**config.mk**
```make
export PLATFORM = sky130hd
export DESIGN_NAME = sdram_burst_writer
export DESIGN_NICKNAME = d
export VERILOG_FILES = /design/src/rtl/sdram_burst_writer_pkg.sv /design/src/rtl/sdram_sync_fifo.sv /design/src/rtl/sdram_burst_writer.sv
export SDC_FILE = /design/constraint.sdc
export NUM_CORES = 1
export LEC_CHECK = 0
export ABC_AREA = 1
export BUFFER_PORTS_ARGS = -buffer_cell sky130_fd_sc_hd__buf_4
export CORE_UTILIZATION = 35
export DETAILED_ROUTE_END_ITERATION = 7
export HOLD_SLACK_MARGIN = 0.03
export SETUP_SLACK_MARGIN = 0.15
export SKIP_CTS_REPAIR_TIMING = 1
export SYNTH_ARGS = -nofsm -noshare
export SYNTH_HDL_FRONTEND = slang
export SYNTH_SLANG_ARGS = --single-unit
```
**constraint.sdc**
```tcl
create_clock -name clk -period 4.2 [get_ports clk]
set_input_delay 0.42 -clock clk [delete_from_list [all_inputs] [get_ports clk]]
set_output_delay 0.42 -clock clk [all_outputs]
set_load 0.02 [all_outputs]
```
**src/rtl/sdram_burst_writer_pkg.sv**
```systemverilog
// Shared helpers for the SDRAM burst writer/reader pair.
package sdram_burst_writer_pkg;

    // Advance a burst start address inside a ring region, wrapping to its base.
    function automatic int unsigned ring_next(
        input int unsigned addr,
        input int unsigned step,
        input int unsigned base,
        input int unsigned words
    );
        return (addr + step == base + words) ? base : addr + step;
    endfunction

endpackage

```
**src/rtl/sdram_sync_fifo.sv**
```systemverilog
// Synchronous first-word-fall-through FIFO; dout holds the last popped word while empty.
module sdram_sync_fifo #(
    parameter int unsigned DEPTH = 32,
    parameter int unsigned WIDTH = 16
) (
    input  logic                     clk,
    input  logic                     rstn,
    input  logic                     wr_en,
    input  logic [WIDTH-1:0]         din,
    input  logic                     rd_en,
    output logic [WIDTH-1:0]         dout,
    output logic                     full,
    output logic [$clog2(DEPTH):0]   count
);
    localparam int unsigned AW = $clog2(DEPTH);
    localparam int unsigned CW = AW + 1;

    logic [WIDTH-1:0] mem [DEPTH];
    logic [AW-1:0]    rd_ptr;
    logic [AW-1:0]    wr_ptr;
    logic [CW-1:0]    cnt;
    logic [WIDTH-1:0] last_q;
    logic             empty;
    logic             do_push;
    logic             do_pop;

    assign full    = (cnt == CW'(DEPTH));
    assign empty   = (cnt == '0);
    assign do_push = wr_en && !full;
    assign do_pop  = rd_en && !empty;
    assign count   = cnt;
    assign dout    = empty ? last_q : mem[rd_ptr];

    always_ff @(posedge clk) begin
        if (do_push) begin
            mem[wr_ptr] <= din;
        end
    end

    always_ff @(posedge clk or negedge rstn) begin
        if (!rstn) begin
            rd_ptr <= '0;
            wr_ptr <= '0;
            cnt    <= '0;
            last_q <= '0;
        end else begin
            if (do_push) begin
                wr_ptr <= wr_ptr + 1'b1;
            end
            if (do_pop) begin
                rd_ptr <= rd_ptr + 1'b1;
                last_q <= mem[rd_ptr];
            end
            case ({do_push, do_pop})
                2'b10:   cnt <= cnt + 1'b1;
                2'b01:   cnt <= cnt - 1'b1;
                default: cnt <= cnt;
            endcase
        end
    end

endmodule

```
**src/rtl/sdram_burst_writer.sv**
```systemverilog
// Buffers a word stream and issues one SDRAM write command per BURST_LEN words;
// the controller pulls burst data from the FWFT port after each accepted command.
module sdram_burst_writer
    import sdram_burst_writer_pkg::*;
#(
    parameter int unsigned ADDR_WIDTH   = 24,
    parameter int unsigned DATA_WIDTH   = 16,
    parameter int unsigned BURST_LEN    = 8,
    parameter int unsigned FIFO_DEPTH   = 32,
    parameter int unsigned BASE_ADDR    = 0,
    parameter int unsigned REGION_WORDS = 2**19
) (
    input  logic                          clk,
    input  logic                          rstn,
    input  logic                          s_valid,
    output logic                          s_ready,
    input  logic [DATA_WIDTH-1:0]         s_data,
    input  logic                          s_sof,
    output logic                          writer_valid,
    input  logic                          writer_ready,
    output logic [ADDR_WIDTH-1:0]         writer_addr,
    input  logic                          wdata_rd_en,
    output logic [DATA_WIDTH-1:0]         wdata,
    output logic                          align_err,
    output logic                          underflow_err,
    output logic [$clog2(FIFO_DEPTH):0]   buf_level
);
    localparam int unsigned    LW    = $clog2(FIFO_DEPTH) + 1;
    localparam logic [LW-1:0]  BURST = LW'(BURST_LEN);

    logic [LW-1:0]         pending_words;
    logic [LW-1:0]         committed;
    logic [ADDR_WIDTH-1:0] addr_reg;
    logic [ADDR_WIDTH-1:0] addr_next;
    logic                  run_q;
    logic                  fifo_full;
    logic                  accept;
    logic                  handshake;
    logic                  pop_ok;

    // A SOF word waits until every complete burst has been handed to the arbiter,
    // so the address rewind can never race a command handshake.
    assign s_ready      = run_q && !fifo_full && !(s_sof && (pending_words >= BURST));
    assign writer_valid = (pending_words >= BURST);
    assign writer_addr  = addr_reg;
    assign accept       = s_valid && s_ready;
    assign handshake    = writer_valid && writer_ready;
    assign committed    = buf_level - pending_words;
    assign pop_ok       = wdata_rd_en && (committed != '0);
    assign addr_next    = ADDR_WIDTH'(ring_next(32'(addr_reg), BURST_LEN, BASE_ADDR, REGION_WORDS));

    sdram_sync_fifo #(
        .DEPTH (FIFO_DEPTH),
        .WIDTH (DATA_WIDTH)
    ) u_data_fifo (
        .clk   (clk),
        .rstn  (rstn),
        .wr_en (accept),
        .din   (s_data),
        .rd_en (pop_ok),
        .dout  (wdata),
        .full  (fifo_full),
        .count (buf_level)
    );

    always_ff @(posedge clk or negedge rstn) begin
        if (!rstn) begin
            run_q         <= 1'b0;
            pending_words <= '0;
            addr_reg      <= ADDR_WIDTH'(BASE_ADDR);
            align_err     <= 1'b0;
            underflow_err <= 1'b0;
        end else begin
            run_q <= 1'b1;
            case ({accept, handshake})
                2'b10:   pending_words <= pending_words + 1'b1;
                2'b01:   pending_words <= pending_words - BURST;
                2'b11:   pending_words <= pending_words + 1'b1 - BURST;
                default: pending_words <= pending_words;
            endcase
            if (handshake) begin
                addr_reg <= addr_next;
            end else if (accept && s_sof) begin
                addr_reg <= ADDR_WIDTH'(BASE_ADDR);
            end
            if (accept && s_sof && (pending_words != '0)) begin
                align_err <= 1'b1;
            end
            if (wdata_rd_en && (committed == '0)) begin
                underflow_err <= 1'b1;
            end
        end
    end

endmodule
```
==> results.toml, run 1 <==
[worst_setup_path]
crit_required_ps = 3780
crit_fanout = 53
setup.worst_path.class = "flip-flop to output pin"
rr_worst_depth = 19
start_kind = "flip-flop"
endpoint_kind = "output pin"
crit_arrival_ps = 3420

[cts]
clk_latency_ps = 620
cts_tree = "built"
numCtsBuffers = 58
cts.sinks = 574
clockRootBuffer = "clkbuf_16"
cts_buffer_depth = 3
path_clk_slew_ps = 60
htree_levels = 2

[detailed_routing]
avgRoutedWirePerCell_um = 20.01
routed_via_density = 5.115
antenna_left = 0
dr.pass1.iters = 5
vias = 16224
routed_wl_mm = 63.49
dr.first_iter.drc_count = 1650
drc = 0

[grt]
antenna_found_initial = 2
grt.overflow.total = 0
grt_usage = 0.1782
grt_max_degree = 117
grt_pass1_wl_mm = 95.70
grt_pass1_vias = 15372

[power]
vdd_ir_drop_max_mv = 0.4532
leakagePower_nw = 9.696
p_per_area_mw_per_mm2 = 678.8

[timing]
max_freq_mhz = 260.4
finalSetupViolCount = 0
hold_violations = 0
rsz0062_at_grt = "no"
hold-worst-slack_ps = 67.72
maxSlewViolCount = 0
final.min_clock_period_ps = 3840
finClkSkew_ps = 23.53
timing.final.crit_share = 0.9144
tns_ps = 0
worstMarginPinSlew_ps = 1136
slew_headroom = 0.2416

[yosys]
synth_area_leaders = "edfxtp_1 63%, nor2_1 6.4%, dfrtp_1 6.4%"
synth_cells = 2129
synth_top_area_cell = "edfxtp_1"
synth_top_area_frac = 0.6311
seq_area_frac_synth = 0.6948
synth_cell_types = 38
ys_seq_elements = 574
avgSynthCellArea_um2 = 11.44
synth.cell_area_mm2 = 0.02436
yosys_warnings = 0

[cells_and_area]
areaGrowthSynthToFinish_pct = 14.05
final_cell_mix = "512 x edfxtp_1, 417 x nor2_1, 297 x nand2_1"
postLayoutCoreUtil = 0.4044
final_common_cell = "edfxtp_1"
fillers = 6529
nets = 2239
antennaDiodeCount = 0
drive_gt1_frac = 0.1062
regArea_mm2 = 0.01694
multi_input_area_mm2 = 0.006465

[die]
fp.dieH_um = 265.8
die_area_mm2 = 0.07066
io_pins = 72
num_rows = 96
design.core.area_mm2 = 0.06871
die_w_um = 265.8
initial_core_util = 0.3546

[place]
globalplace.congestion = 0.8802
dp.final_hpwl_mm = 37.67
port_buffers = 68

[job]
max-cap-violations = 0

[worst_hold_path]
min_path_type = "input port to flip-flop"
holdPathStages = 2

[run_status]
status = "completed"
[cells in the mapped netlist]
cell type	n
and2_1	1
buf_8	1
a31oi_1	1
edfxtp_1	512
dfrtp_1	62
a21oi_1	25
nor2_4	2
nand3_2	1
buf_4	12
inv_2	5
nand2_1	297
xor2_1	19
nand3b_1	11
o21ai_1	80
buf_1	7
buf_6	17
nand2_2	7
o21ai_0	244
or2_2	5
o211ai_1	72
nor2_2	4
nor3_1	5
clkbuf_1	58
a31o_2	2
fa_1	1
buf_2	26
nor2_1	417
o22ai_1	38
nor4_2	1
ha_1	21
nand4_1	7
clkinv_1	3
xnor2_1	6
conb_1	2
inv_1	79
nand3_1	76
nor3_2	1
or2_1	1
[layer usage]
layer  vias up  share of wire  global-route usage  wire [um]
li1       7619              -                   -          -
met1      7969           0.44              0.2485      27870
met2       543           0.46              0.2808      29280
met3        93          0.074             0.03336       4671
met4         0          0.026             0.05654       1659
met5         -              0                   0          0
[final timing paths]
kind	from	end	slack [ps]
max in group asynchronous	rstn	u_data_fifo.rd_ptr[0]	3090
hold / removal	wdata_rd_en	underflow_err	70
setup / recovery	u_data_fifo.rd_ptr[0]	wdata[0]	360
setup reg to reg	u_data_fifo.count[1]	u_data_fifo.count[5]	930
hold reg to reg	align_err	align_err	480
min in group asynchronous	rstn	writer_addr[22]	430
[critical path: stages (launching register included)]
cell and delay (ps):
dfrtp_4 600, inv_6 380, buf_12 310, buf_4 210, nor2_1 40, o21ai_0 210
nand2_1 100, nand2_1 110, nor2_1 50, nand2_1 130, nand2_1 120, o21ai_1 250
buf_4 200
[kinds of logic after synthesis]
logic type               after synthesis  share of synthesized area
XOR/XNOR                              25                   0.008988
flip-flops                           574                     0.6948
AND/OR/NAND/NOR                      836                     0.1387
buffers and inverters                208                    0.04093
AO/OA/AOI/OAI                        462                     0.1046
adder cells (fa/ha/maj)               22                    0.01161
other                                  2                  0.0003083
[cell type report]
| class | instances | share of cell area |
|---|---|---|
| flip-flops and latches | 574 | 0.6095 |
| multi-input cells | 1349 | 0.2327 |
| clock buffers | 73 | 0.05427 |
| well taps | 931 | 0.04193 |
| repair buffers | 125 | 0.03747 |
| clock inverters | 33 | 0.01216 |
| inverters | 87 | 0.01193 |
[power breakdown]
group	internal, mW	switching [mW]
sequential	6.57	0.442
combinational	2.13	4.65
clock	2.91	2.16
[stage by stage]
| step | instances | setup WS, ps | area [um^2] | total power, mW |
|---|---|---|---|---|
| 6_report | 3172 | 359.5 | 27780 | 18.86 |
| 5_1_grt | 3172 | 212.8 | 27780 | 19.89 |
| 4_1_cts | 3171 | 339.1 | 27770 | 18.96 |
| 3_5_place_dp | 3065 | 975.1 | 25930 | 13.87 |
| 3_3_place_gp | 3065 | 1005 | 25930 | 13.77 |
| 2_1_floorplan | 2131 | 1112 | 24370 | 11.38 |
[registers in the layout (all words and copies together), names as in the netlist]
signal / flops
u_data_fifo.rd_ptr: 5
run_q: 1
u_data_fifo.last_q: 16
writer_addr: 21
u_data_fifo.mem: 512
underflow_err: 1
align_err: 1
pending_words: 6
u_data_fifo.wr_ptr: 5
u_data_fifo.count: 6
Note: power is estimated with default switching activity, not from simulation.
==> inputs of run 2 (changes only) <==
--- a/config.mk
+++ b/config.mk
@@ -7,9 +7,12 @@
 export LEC_CHECK = 0
 export ABC_AREA = 1
 export BUFFER_PORTS_ARGS = -buffer_cell sky130_fd_sc_hd__buf_4
+export CELL_PAD_IN_SITES_DETAIL_PLACEMENT = 1
+export CELL_PAD_IN_SITES_GLOBAL_PLACEMENT = 1
 export CORE_UTILIZATION = 35
 export DETAILED_ROUTE_END_ITERATION = 7
 export HOLD_SLACK_MARGIN = 0.03
+export PLACE_DENSITY_LB_ADDON = 0.1
 export SETUP_SLACK_MARGIN = 0.15
 export SKIP_CTS_REPAIR_TIMING = 1
 export SYNTH_ARGS = -nofsm -noshare
==> results.toml, run 2 (synthesized netlist as in run 1, its figures left out) <==
[run_status]
status = "finished, violations left"
violations = "negative hold slack"

[die]
die_w_um = 265.8
io_pins = 72
die_area_mm2 = 0.07066
design.core.area_mm2 = 0.06871
num_rows = 96
fp.dieH_um = 265.8
initial_core_util = 0.3546

[worst_setup_path]
crit_arrival_ps = 3510
crit_required_ps = 3780
crit_chain = "inv_6 > buf_12 > o21ai_0 > o21ai_0 > o211ai_1 > nand2_1 > nand2_1 > o21ai_1 > buf_4"
slowest_stage = "dfrtp_4"
rr_worst_depth = 18
start_kind = "flip-flop"
rrSetupSlack_ps = 900
worstReg2RegStart = "pending_words[3]"
endpoint_kind = "output pin"
reg2reg_to = "u_data_fifo.count[4]"
cpPeakStageDelay_ps = 690
crit_fanout = 51
setup.worst_path.class = "flip-flop to output pin"

[timing]
worstMarginPinSlew_ps = 983.7
max_freq_mhz = 254.6
finClkSkew_ps = 29.24
slew_headroom = 0.3442
maxSlewViolCount = 0
hold-worst-slack_ps = -7.276
finalSetupViolCount = 0
final.min_clock_period_ps = 3928
hold_violations = 4
timing.final.crit_share = 0.9352
rsz0062_at_grt = "no"
tns_ps = 0
fin_ws_ps = 272.3

[cells_and_area]
postLayoutCellArea_mm2 = 0.02819
final_cell_mix = "512 x edfxtp_1, 417 x nor2_1, 297 x nand2_1"
areaGrowthSynthToFinish_pct = 15.71
final_cells = 3200
top_register = "u_data_fifo.mem"
postLayoutCoreUtil = 0.4103
fillers = 7413
largest_reg_flops = 512
drive_gt1_frac = 0.1130
final_common_cell = "edfxtp_1"
nets = 2260

[power]
p_per_area_mw_per_mm2 = 705.4
vdd_ir_drop_max_mv = 0.4596
combPwrFrac = 0.358
power_frac_seq = 0.350
p_int_mw = 12.29
p_clk_frac = 0.293
leakagePower_nw = 9.892
p_sw_mw = 7.597
p_sw_frac = 0.3821

[place]
port_buffers = 68
globalplace.congestion = 0.7806
dp.final_hpwl_mm = 44.48
place_area_mm2 = 0.02601
dpl.cell_count = 3078
pre_cts_ws_ps = 893.9

[cts]
clockRootBuffer = "clkbuf_16"
path_clk_slew_ps = 60
clk_latency_ps = 600
cts_buffer_depth = 3
numCtsBuffers = 67
cts_tree = "built"
htree_levels = 3
cts.sinks = 574

[worst_hold_path]
min_path_type = "input port to asynchronous set/reset pin"

[detailed_routing]
avgRoutedWirePerCell_um = 23.25
routed_wl_mm = 74.38
dr.pass1.iters = 7
dr.first_iter.drc_count = 1234
routed_via_density = 5.146
vias = 16468
drc = 0
antenna_left = 0

[grt]
grt_usage = 0.2126
grt_pass1_vias = 16784
grt_pass1_wl_mm = 110.6
antenna_found_initial = 3
grt_max_degree = 109
grt.overflow.total = 0

[job]
max-cap-violations = 0
-- run 2: changes by cell type in the layout (fill, tap and decap cells not counted), sizes merged --
cell         previous run  this run
buf                   124       137
clkbuf                 73        91
clkinv                 25        20
bufinv                  6         7
diode                   0         4
inv                    87        85
dlygate4sd3             1         0
-- run 2: worst max path at each step --
stage / startpoint / to / cells after the start
after detailed placement: pending_words[3] / u_data_fifo.count[4] / 18
final: u_data_fifo.rd_ptr[0] / wdata[0] / 9
after CTS: u_data_fifo.rd_ptr[0] / wdata[0] / 11
after floorplan: u_data_fifo.count[0] / u_data_fifo.count[4] / 20
after global placement: u_data_fifo.rd_ptr[0] / wdata[5] / 10
after global routing: u_data_fifo.rd_ptr[0] / wdata[2] / 9
-- run 2: area by class of cell --
type                    instances  area [um^2]  area share
diodes                          4        10.01   0.0003551
clock buffers                  91         1862     0.06605
repair buffers                137         1116     0.03959
well taps                     931         1165     0.04132
inverters                      87        331.6     0.01176
clock inverters                27        304.0     0.01079
multi-input cells            1349         6465      0.2293
flip-flops and latches        574        16940      0.6008
-- run 2: per-layer routing --
layer,GRT usage,wire (um)
met5,0,0
met4,0.05902,1424
met1,0.3182,36740
met3,0.02689,3033
met2,0.3230,33180
-- run 2: power groups by stage --
| stage | Sequential [mW] | Clock [mW] | Combinational (mW) |
|---|---|---|---|
| floorplan | 7.03 | 0 | 4.35 |
| global placement | 7.06 | 0 | 7.07 |
| detailed placement | 7.07 | 0 | 7.17 |
| CTS | 6.96 | 5.97 | 7.21 |
| global route | 7.01 | 6.17 | 7.86 |
| finish | 6.95 | 5.82 | 7.12 |
-- run 2: per-stage QoR --
step	power [mW]	hold slack, ps
floorplan	11.38	124.4
global placement	14.13	459.3
detailed placement	14.24	466.3
CTS	20.13	-8.324
global route	21.04	49.35
finish	19.88	-7.276
-- run 2: worst max-delay path, delay by kind of cell, from the launching register on --
kind	cells	cell delay, ps
buf+inv	3	680
simple gates	2	430
flops	1	690
compound gates	4	990
